$ cat src/rtl/snn_inference_ctrl_pkg.sv
// Shared types and constants for the SNN inference sequencer.
// Status codes are what the host sees in the status readback register.
package snn_inference_ctrl_pkg;

   typedef enum logic [2:0] {
      S_IDLE     = 3'd0,
      S_WAIT_RDY = 3'd1,
      S_LAUNCH   = 3'd2,
      S_GUARD    = 3'd3,
      S_RUN      = 3'd4,
      S_DRAIN    = 3'd5,
      S_DONE     = 3'd6
   } ctrl_state_t;

   localparam logic [1:0] ST_OK       = 2'b00;
   localparam logic [1:0] ST_TIMEOUT  = 2'b01;
   localparam logic [1:0] ST_ABORT    = 2'b10;
   localparam logic [1:0] ST_NOLAUNCH = 2'b11;

   localparam int DEF_TIMEOUT_CYCLES = 1000000;
   // The decoder clears its ready flag within this many cycles after NEW_IMAGE.
   localparam int GUARD_CYCLES       = 2;

endpackage

$ cat src/rtl/snn_inference_ctrl_if.sv
// Host/encoder/decoder-facing signal bundle of the inference sequencer.
// The slave side is the controller; the master side is its environment.
interface snn_inference_ctrl_if #(
   parameter int M            = 8,
   parameter int TIMEOUT_BITS = 20
);
   logic                    start_req;
   logic                    abort;
   logic                    irq_ack;
   logic                    encoder_rdy;
   logic                    decoder_rdy;
   logic                    inference_rdy;
   logic [M-1:0]            infered_digit;
   logic                    new_image;
   logic                    busy;
   logic                    done_irq;
   logic [1:0]              status;
   logic [M-1:0]            result;
   logic [TIMEOUT_BITS-1:0] run_cycles;
   logic                    overrun;

   modport slave (
      input  start_req, abort, irq_ack, encoder_rdy, decoder_rdy,
             inference_rdy, infered_digit,
      output new_image, busy, done_irq, status, result, run_cycles, overrun
   );

   modport master (
      output start_req, abort, irq_ack, encoder_rdy, decoder_rdy,
             inference_rdy, infered_digit,
      input  new_image, busy, done_irq, status, result, run_cycles, overrun
   );
endinterface

$ cat src/rtl/snn_inference_ctrl_sat_counter.sv
// Width-parameterised up-counter with synchronous clear that sticks at all-ones.
module sat_counter #(
   parameter int W = 20
) (
   input  logic         clk,
   input  logic         rstn,
   input  logic         clr,
   input  logic         en,
   output logic [W-1:0] q
);

   always_ff @(posedge clk or negedge rstn) begin
      if (!rstn)                q <= '0;
      else if (clr)             q <= '0;
      else if (en && (q != '1)) q <= q + W'(1);
   end

endmodule

$ cat src/rtl/snn_inference_ctrl.sv
// Inference lifecycle sequencer: launches one image, tracks completion,
// bounds the run with a timeout and reports digit/status through an interrupt.
module snn_inference_ctrl
   import snn_inference_ctrl_pkg::*;
#(
   parameter int M              = 8,
   parameter int TIMEOUT_BITS   = 20,
   parameter int TIMEOUT_CYCLES = DEF_TIMEOUT_CYCLES
) (
   input  logic                clk,
   input  logic                rstn,
   snn_inference_ctrl_if.slave bus
);

   localparam logic [TIMEOUT_BITS-1:0] TMO_LAST   = TIMEOUT_BITS'(TIMEOUT_CYCLES - 1);
   localparam logic [TIMEOUT_BITS-1:0] GUARD_LAST = TIMEOUT_BITS'(GUARD_CYCLES);

   ctrl_state_t             state, nxt;
   logic [TIMEOUT_BITS-1:0] cnt;
   logic                    both_rdy, tmo, active, cnt_clr, cap_en, fin;
   logic [1:0]              fin_st;
   logic [M-1:0]            hold, result_q;
   logic [1:0]              status_q;
   logic [TIMEOUT_BITS-1:0] run_cycles_q;
   logic                    overrun_q;

   assign both_rdy = bus.encoder_rdy & bus.decoder_rdy;
   assign tmo      = (cnt == TMO_LAST);
   assign active   = state inside {S_WAIT_RDY, S_LAUNCH, S_GUARD, S_RUN, S_DRAIN};

   // Counter restarts at WAIT_RDY entry and again so that the launch cycle reads 0.
   assign cnt_clr  = (state == S_IDLE) || (state == S_DONE) ||
                     ((state == S_WAIT_RDY) && (nxt == S_LAUNCH));
   assign fin      = (state != S_DONE) && (nxt == S_DONE);

   sat_counter #(.W(TIMEOUT_BITS)) u_cnt (
      .clk  (clk),
      .rstn (rstn),
      .clr  (cnt_clr),
      .en   (active),
      .q    (cnt)
   );

   always_ff @(posedge clk or negedge rstn) begin
      if (!rstn) state <= S_IDLE;
      else       state <= nxt;
   end

   // Priority: abort, then forward progress, then timeout.
   always_comb begin
      nxt    = state;
      fin_st = ST_OK;
      cap_en = 1'b0;
      if (active && bus.abort) begin
         nxt    = S_DONE;
         fin_st = ST_ABORT;
      end else begin
         case (state)
            S_IDLE:     if (bus.start_req) nxt = S_WAIT_RDY;
            S_WAIT_RDY: begin
               if (both_rdy) nxt = S_LAUNCH;
               else if (tmo) begin nxt = S_DONE; fin_st = ST_NOLAUNCH; end
            end
            S_LAUNCH: begin
               if (tmo) begin nxt = S_DONE; fin_st = ST_TIMEOUT; end
               else nxt = S_GUARD;
            end
            S_GUARD: begin
               if (tmo) begin nxt = S_DONE; fin_st = ST_TIMEOUT; end
               else if (cnt == GUARD_LAST) nxt = S_RUN;
            end
            S_RUN: begin
               if (bus.inference_rdy) begin nxt = S_DRAIN; cap_en = 1'b1; end
               else if (tmo) begin nxt = S_DONE; fin_st = ST_TIMEOUT; end
            end
            S_DRAIN: begin
               if (both_rdy) nxt = S_DONE;
               else if (tmo) begin nxt = S_DONE; fin_st = ST_TIMEOUT; end
            end
            S_DONE:     if (bus.irq_ack) nxt = S_IDLE;
            default:    nxt = S_IDLE;
         endcase
      end
   end

   always_comb begin
      bus.new_image = (state == S_LAUNCH);
      bus.busy      = active;
      bus.done_irq  = (state == S_DONE);
   end

   always_ff @(posedge clk or negedge rstn) begin
      if (!rstn) begin
         hold         <= '0;
         result_q     <= '0;
         status_q     <= ST_OK;
         run_cycles_q <= '0;
         overrun_q    <= 1'b0;
      end else begin
         if (cap_en) hold <= bus.infered_digit;
         if (fin) begin
            status_q <= fin_st;
            result_q <= (fin_st == ST_OK) ? hold : '1;
            if (fin_st == ST_OK) run_cycles_q <= cnt;
         end
         // A start arriving with the acknowledge is dropped but still flagged.
         if ((state == S_DONE) && bus.irq_ack)      overrun_q <= bus.start_req;
         else if (bus.start_req && (state != S_IDLE)) overrun_q <= 1'b1;
      end
   end

   assign bus.result     = result_q;
   assign bus.status     = status_q;
   assign bus.run_cycles = run_cycles_q;
   assign bus.overrun    = overrun_q;

endmodule

$ cat src/flat_wrapper.sv
// flat-port wrapper written by rule: the top's interface ports become plain ports
module snn_inference_ctrl_flat import snn_inference_ctrl_pkg::*;
#(
   parameter int M              = 8,
   parameter int TIMEOUT_BITS   = 20,
   parameter int TIMEOUT_CYCLES = DEF_TIMEOUT_CYCLES
)
  (clk, rstn, bus_start_req, bus_abort, bus_irq_ack, bus_encoder_rdy, bus_decoder_rdy, bus_inference_rdy, bus_infered_digit, bus_new_image, bus_busy, bus_done_irq, bus_status, bus_result, bus_run_cycles, bus_overrun);
  snn_inference_ctrl_if #(.M(M), .TIMEOUT_BITS(TIMEOUT_BITS)) bus_i ();
  input  logic clk;
  input  logic rstn;
  input wire logic [$bits(bus_i.start_req)-1:0] bus_start_req;
  input wire logic [$bits(bus_i.abort)-1:0] bus_abort;
  input wire logic [$bits(bus_i.irq_ack)-1:0] bus_irq_ack;
  input wire logic [$bits(bus_i.encoder_rdy)-1:0] bus_encoder_rdy;
  input wire logic [$bits(bus_i.decoder_rdy)-1:0] bus_decoder_rdy;
  input wire logic [$bits(bus_i.inference_rdy)-1:0] bus_inference_rdy;
  input wire logic [$bits(bus_i.infered_digit)-1:0] bus_infered_digit;
  output wire logic [$bits(bus_i.new_image)-1:0] bus_new_image;
  output wire logic [$bits(bus_i.busy)-1:0] bus_busy;
  output wire logic [$bits(bus_i.done_irq)-1:0] bus_done_irq;
  output wire logic [$bits(bus_i.status)-1:0] bus_status;
  output wire logic [$bits(bus_i.result)-1:0] bus_result;
  output wire logic [$bits(bus_i.run_cycles)-1:0] bus_run_cycles;
  output wire logic [$bits(bus_i.overrun)-1:0] bus_overrun;
  assign bus_i.start_req = bus_start_req;
  assign bus_i.abort = bus_abort;
  assign bus_i.irq_ack = bus_irq_ack;
  assign bus_i.encoder_rdy = bus_encoder_rdy;
  assign bus_i.decoder_rdy = bus_decoder_rdy;
  assign bus_i.inference_rdy = bus_inference_rdy;
  assign bus_i.infered_digit = bus_infered_digit;
  assign bus_new_image = bus_i.new_image;
  assign bus_busy = bus_i.busy;
  assign bus_done_irq = bus_i.done_irq;
  assign bus_status = bus_i.status;
  assign bus_result = bus_i.result;
  assign bus_run_cycles = bus_i.run_cycles;
  assign bus_overrun = bus_i.overrun;
  snn_inference_ctrl #(.M(M), .TIMEOUT_BITS(TIMEOUT_BITS), .TIMEOUT_CYCLES(TIMEOUT_CYCLES)) u_core (.clk(clk), .rstn(rstn), .bus(bus_i));
endmodule
$ cat config.mk
export PLATFORM = sky130hd
export DESIGN_NAME = snn_inference_ctrl_flat
export DESIGN_NICKNAME = d
export VERILOG_FILES = /design/src/rtl/snn_inference_ctrl_pkg.sv /design/src/rtl/snn_inference_ctrl_if.sv /design/src/rtl/snn_inference_ctrl_sat_counter.sv /design/src/rtl/snn_inference_ctrl.sv /design/src/flat_wrapper.sv
export SDC_FILE = /design/constraint.sdc
export NUM_CORES = 1
export LEC_CHECK = 0
export ABC_AREA = 0
export ABC_CLOCK_PERIOD_IN_PS = 2800
export CAP_MARGIN = 20
export CORE_MARGIN = 1.5
export CORE_UTILIZATION = 48
export CTS_CLUSTER_DIAMETER = 50
export DETAILED_ROUTE_END_ITERATION = 8
export PLACE_DENSITY = 0.86
export SLEW_MARGIN = 15
export SYNTH_ARGS = -nofsm -noshare
export SYNTH_HDL_FRONTEND = slang
export SYNTH_SLANG_ARGS = --single-unit
export TNS_END_PERCENT = 5
$ cat constraint.sdc
create_clock -name clk -period 2.8 [get_ports clk]
set_clock_uncertainty 0.15 [all_clocks]
set_input_delay 0.42 -clock clk [delete_from_list [all_inputs] [get_ports clk]]
set_output_delay 0.42 -clock clk [all_outputs]
set_load 0.01 [all_outputs]
==> results of run 1 <==
==> worst register-to-register path, stage by stage (launching register included) <==
cell     delay, ns
dfrtp_1       0.40
ha_2          0.20
nand2_2       0.07
or4_4         0.55
o32ai_4       0.36
o22ai_4       0.14
nor4b_4       0.28
buf_6         0.17
buf_6         0.15
mux2_4        0.30
==> logic make-up (layout without fill, tap and decap cells) <==
kind of cell | count (synthesis) | in the layout
compound gates | 34 | 34
xor+xnor | 19 | 19
fa+ha+maj | 2 | 2
mux | 38 | 38
simple gates | 103 | 103
flops | 62 | 62
buf+inv | 29 | 124
==> sequential cells by signal, indices dropped and copies added, names as in the netlist <==
register	flops
u_core.state	3
u_core.bus.status	2
u_core.bus.run_cycles	20
u_core.u_cnt.q	20
u_core.hold	8
u_core.bus.overrun	1
u_core.bus.result	8
==> cell type report <==
cell class | count | area, µm² | share of cell area [%]
inverter | 15 | 56.3 | 1.29
clock inverter | 3 | 42.5 | 0.973
multi-input combinational | 196 | 1610 | 36.8
tap | 75 | 93.8 | 2.15
timing repair buffer | 94 | 852 | 19.5
clock buffer | 12 | 165 | 3.78
sequential | 62 | 1560 | 35.6
==> layout by cell type, fill, tap and decap left out, drive strengths merged, types with 6 or more instances in the layout <==
cell type       n
a31oi           6
buf            45
clkbuf         12
clkdlybuf4s50  48
dfrtp          62
inv            15
mux2           28
mux2i          10
nand2          14
nand3           8
nand4           6
nor2           42
xnor2           7
xor2           12
==> what timing repair did <==
action	4_1_cts	5_1_grt
resized for setup	14	37
pin swaps	4	6
hold buffers	1	0
buffers inserted	4	3
endpoints found under the hold margin	10	0
setup endpoints to repair	22	39
cloned	2	0
==> report_power, final <==
group	total (µW)	switching, µW	internal [µW]
clock network	819	342	477
registers	1310	206	1100
logic	2210	1090	1110
total	4330	1640	2690
==> final timing paths <==
| kind | start | endpoint | slack, ns | depth (start not counted) |
|---|---|---|---|---|
| setup / recovery | u_core.u_cnt.q[0]$_DFFE_PN0P_ | u_core.bus.run_cycles[15]$_DFFE_PN0P_ | -0.08 | 9 |
| hold / removal | rstn | u_core.u_cnt.q[8]$_DFFE_PN0P_ | 0.31 | 2 |
| hold reg to reg | u_core.hold[3]$_DFFE_PN0P_ | u_core.hold[3]$_DFFE_PN0P_ | 0.36 | 1 |
| min in group clk | u_core.hold[3]$_DFFE_PN0P_ | u_core.hold[3]$_DFFE_PN0P_ | 0.36 | 1 |
| setup reg to reg | u_core.u_cnt.q[0]$_DFFE_PN0P_ | u_core.bus.run_cycles[15]$_DFFE_PN0P_ | -0.08 | 9 |
| max in group asynchronous | rstn | u_core.u_cnt.q[17]$_DFFE_PN0P_ | 1.50 | 3 |
==> through the flow <==
stage,power (µW),utilization (%),worst slack [ns],instances
global route,4540,72.2,-0.168,457
detailed placement,3020,63.7,-0.104,432
CTS,4000,69.2,0.00525,454
floorplan,2320,-,0.0714,287
finish,4330,72.2,-0.0850,457
global placement,2950,63.7,-0.0540,432
==> layer usage <==
metal	up-vias	wire length (µm)	global-route usage [%]	part of all wire, %
li1	1192	-	-	-
met1	1340	3430	30.9	40
met2	148	4110	40.4	48
met3	49	613	6.36	7.2
met4	0	358	9.09	4.2
met5	-	0	0	0
==> results.sh, run 1 <==
export IMPL_fill_cells=405
export IMPL_cts_sinks=62
export IMPL_post_route_min_period_ns=2.88
export IMPL_gp_congestion=0.932
export IMPL_slew_viol_final=0
export IMPL_drt_initial_drc_count=311
export IMPL_grt_first_pass_wirelength_um=13400
export IMPL_yosysMostFrequentCell="dfrtp_1"
export IMPL_synth_seq_cells=62
export IMPL_avgSynthCellArea_um2=10.7
export IMPL_synthXorXnorAreaFrac_pct=5.41
export IMPL_hold_ws_ns=0.312
export IMPL_synth_edf_count=0
export IMPL_cts_buffers=9
export IMPL_crit_fanout=5
export IMPL_rows=28
export IMPL_crit_buf_inv=2
export IMPL_drt_wl_total_um=8510
export IMPL_synthTopCellsByArea="dfrtp_1, mux2_1, nor2_1, xor2_1, mux2i_1"
export IMPL_hold_viol=0
export IMPL_track_usage_pct=24.4
export IMPL_yosys_area_top_type="dfrtp_1"
export IMPL_violations="negative setup slack"
export IMPL_maxSlewHeadroom_pct=62.4
export IMPL_grt_overflow=0
export IMPL_placed_area_mm2=0.00386
export IMPL_die_x_um=83.1
export IMPL_fmax_mhz=347
export IMPL_nets=396
export IMPL_worst_setup_path_start_kind="flip-flop"
export IMPL_synth_simple_area_share_pct=17.1
export IMPL_htreeDepth=3
export IMPL_wl_per_cell_um=18.6
export IMPL_critPathMaxStageDelay_ns=0.55
export IMPL_cts_tree="done"
export IMPL_areaGrowthSynthToFinish_pct=42.1
export IMPL_status="finished, violations left"
export IMPL_die_h_um=83.1
export IMPL_final_layout_size_suffix_gt1_share_pct=29.6
export IMPL_stdcell_area_mm2=0.00437
export IMPL_synthAdderAreaFrac_pct=0.813
export IMPL_synth_top_family_by_area="simple AND/OR/NAND/NOR gates"
export IMPL_synth_compound_area_share_pct=8.62
export IMPL_yosys_cell_types_count=51
export IMPL_synthesis_instances=287
export IMPL_fin_setup_tns_ns=-1.41
export IMPL_diodes=0
export IMPL_synth_async_reset_ratio_pct=100
export IMPL_vias=2729
export IMPL_clk_pin_slew_ns=0.07
export IMPL_fin_ws_ns=-0.0850
export IMPL_cts_root_buf="clkbuf_8"
export IMPL_timing_final_crit_share_pct=103
export IMPL_muxShareOfSynthArea_pct=13.5
export IMPL_grt_pass1_vias=2725
export IMPL_ant_nets=0
export IMPL_antenna_found_initial=0
export IMPL_crit_slowest_cell="or4_4"
export IMPL_clock_latency_ns=0.35
export IMPL_ir_drop_mv=0.678
export IMPL_required_ns=2.88
export IMPL_arrival_ns=2.97
export IMPL_end_kind="flip-flop"
export IMPL_rsz0062_at_grt="yes"
export IMPL_synthTopCellsByCount="dfrtp_1, nor2_1, mux2_1"
export IMPL_synth_top_area_share_pct=50.4
export IMPL_hpwlAfterDp_um=5040
export IMPL_setup_violations=20
export IMPL_timing_critical_path_mode_cell="buf_6"
export IMPL_synth_warnings=0
export IMPL_p_leak_uw=0.00195
export IMPL_drc=0
export IMPL_synthFlopType="dfrtp_1"
export IMPL_cp_cell_sequence="ha_2, nand2_2, or4_4, o32ai_4, o22ai_4, nor4b_4, buf_6, buf_6, mux2_4"
export IMPL_synth_area_mm2=0.00308
export IMPL_yosysSeqAreaShare_pct=50.4
export IMPL_cts_buffer_depth=2
export IMPL_path_delay_family="simple AND/OR/NAND/NOR gates"
export IMPL_routed_via_density=5.97
export IMPL_dieArea_mm2=0.00690
export IMPL_power_density_mw_per_mm2=991
export IMPL_max_cap_viol_count=0
export IMPL_numPortBuffers=49
export IMPL_syn_nets=305
export IMPL_core_mm2=0.00606
export IMPL_critPathKind="reg -> reg"
export IMPL_grt_max_degree=32
export IMPL_ioPinCount=50
export IMPL_min_path_type="in -> async"
export IMPL_tightest_slew_ns=0.562
export IMPL_first_pass_iters=5
export IMPL_start_util_pct=50.8
(Power assumes the default switching activity.)
==> run 2, diff against run 1 <==
- RECOVER_POWER: unset -> 25
- SETUP_SLACK_MARGIN: unset -> 0.1
==> results.sh, run 2 (synthesized netlist as in run 1, its figures left out) <==
export IMPL_die_x_um=83.1
export IMPL_fin_ws_ns=-0.121
export IMPL_maxSlewHeadroom_pct=-6.72
export IMPL_grt_overflow=0
export IMPL_diodes=0
export IMPL_first_pass_iters=5
export IMPL_clk_pin_slew_ns=0.06
export IMPL_drc=0
export IMPL_final_common_cell="dfrtp_1"
export IMPL_die_h_um=83.1
export IMPL_areaGrowthSynthToFinish_pct=37.7
export IMPL_placed_area_mm2=0.00392
export IMPL_cts_tree="done"
export IMPL_start_util_pct=50.8
export IMPL_final_layout_size_suffix_gt1_share_pct=23.6
export IMPL_clock_latency_ns=0.33
export IMPL_wl_per_cell_um=17.9
export IMPL_mostFrequentLayoutCells="dfrtp_1, clkdlybuf4s50_1, nor2_1, buf_4, inv_1"
export IMPL_end_kind="flip-flop"
export IMPL_ir_drop_mv=0.549
export IMPL_tightest_slew_ns=1.60
export IMPL_dpl_worst_slack_ns=-0.100
export IMPL_rows=28
export IMPL_grt_pass1_vias=2635
export IMPL_fill_cells=418
export IMPL_cts_buffers=9
export IMPL_max_cap_viol_count=1
export IMPL_routed_via_density=5.96
export IMPL_grt_max_degree=34
export IMPL_p_leak_uw=0.00192
export IMPL_dieArea_mm2=0.00690
export IMPL_ant_nets=0
export IMPL_arrival_ns=2.98
export IMPL_cts_root_buf="clkbuf_8"
export IMPL_htreeDepth=3
export IMPL_power_density_mw_per_mm2=957
export IMPL_timing_final_crit_share_pct=104
export IMPL_drt_wl_total_um=8080
export IMPL_antenna_found_initial=0
export IMPL_nets=393
export IMPL_rsz0062_at_grt="yes"
export IMPL_vias=2693
export IMPL_gp_congestion=1.02
export IMPL_required_ns=2.86
export IMPL_violations="max-capacitance violations, max-slew violations, negative setup slack"
export IMPL_hpwlAfterDp_um=5160
export IMPL_hold_viol=0
export IMPL_drt_initial_drc_count=372
export IMPL_fmax_mhz=342
export IMPL_power_uw=4060
export IMPL_core_mm2=0.00606
export IMPL_critPathKind="reg -> reg"
export IMPL_ioPinCount=50
export IMPL_post_route_min_period_ns=2.92
export IMPL_setup_violations=20
export IMPL_status="finished, violations left"
export IMPL_min_path_type="reg -> reg"
export IMPL_track_usage_pct=22.4
export IMPL_grt_first_pass_wirelength_um=12500
export IMPL_cts_buffer_depth=2
export IMPL_worst_setup_path_start_kind="flip-flop"
export IMPL_stdcell_area_mm2=0.00424
export IMPL_slew_viol_final=31
export IMPL_cts_sinks=62
export IMPL_crit_fanout=10
export IMPL_numPortBuffers=49
run 2: cell types whose count changed in the layout (fill, tap and decap cells not counted), sizes merged:
cell      previous run  this run
buf                 45        39
clkinvlp             1         0
clkbuf              12        14
run 2: cell type report:
cell class              count  area (µm²)  share of cell area [%]
clock buffers              11         141                    3.34
clock inverters             2        35.0                   0.826
inverters                  15        56.3                    1.33
multi-input cells         196        1510                    35.7
flip-flops and latches     62        1550                    36.7
well taps                  75        93.8                    2.21
repair buffers             91         845                    19.9
run 2: final timing paths:
check / start / to / slack [ns] / depth (start not counted)
max: u_core.u_cnt.q[7]$_DFFE_PN0P_ / u_core.bus.run_cycles[0]$_DFFE_PN0P_ / -0.12 / 8
min: u_core.bus.run_cycles[14]$_DFFE_PN0P_ / u_core.bus.run_cycles[14]$_DFFE_PN0P_ / 0.33 / 1
max reg2reg: u_core.u_cnt.q[7]$_DFFE_PN0P_ / u_core.bus.run_cycles[0]$_DFFE_PN0P_ / -0.12 / 8
min reg2reg: u_core.bus.run_cycles[14]$_DFFE_PN0P_ / u_core.bus.run_cycles[14]$_DFFE_PN0P_ / 0.33 / 1
max in group asynchronous: rstn / u_core.state[2]$_DFF_PN0_ / 0.27 / 3
min in group asynchronous: rstn / u_core.bus.run_cycles[11]$_DFFE_PN0P_ / 0.87 / 2
run 2: timing repair:
item / CTS / global route
hold buffers: 1 / 0
cloned: 0 / 1
pin swaps: 1 / 1
setup endpoints to repair: 49 / 52
gates resized for setup: 9 / 10
setup buffers: 1 / 2
endpoints found under the hold margin: 9 / 0
run 2: metrics by stage:
step	utilization (%)	hold WS [ns]	instances	TNS [ns]
2_1_floorplan	-	-0.0256	287	0
3_3_place_gp	64.7	0.318	434	0
3_5_place_dp	64.7	0.325	434	-1.70
4_1_cts	68.9	0.340	449	0
5_1_grt	69.9	0.356	452	-5.21
6_report	69.9	0.335	452	-2.03
run 2: metal layers:
layer / routed length [µm] / up-vias / GRT usage (%)
li1: - / 1197 / -
met1: 3280 / 1290 / 28.9
met2: 3920 / 159 / 36.5
met3: 578 / 47 / 4.47
met4: 295 / 0 / 9.85
met5: 0 / - / 0
run 2: worst max-delay path, stage by stage, from the launching register on:
cell and delay [ns]:
dfrtp_1 0.45, nor4_1 0.45, nand2_1 0.31, a211oi_2 0.37
o22ai_2 0.16, nor4b_4 0.23, buf_4 0.18, buf_12 0.16
mux2_1 0.33
run 2: power breakdown:
group | leakage [µW] | switching (µW) | total, µW | internal, µW
clock | 0.0000911 | 310 | 729 | 419
combinational | 0.00101 | 987 | 2030 | 1040
sequential | 0.000812 | 203 | 1300 | 1100
total | 0.00192 | 1500 | 4060 | 2560
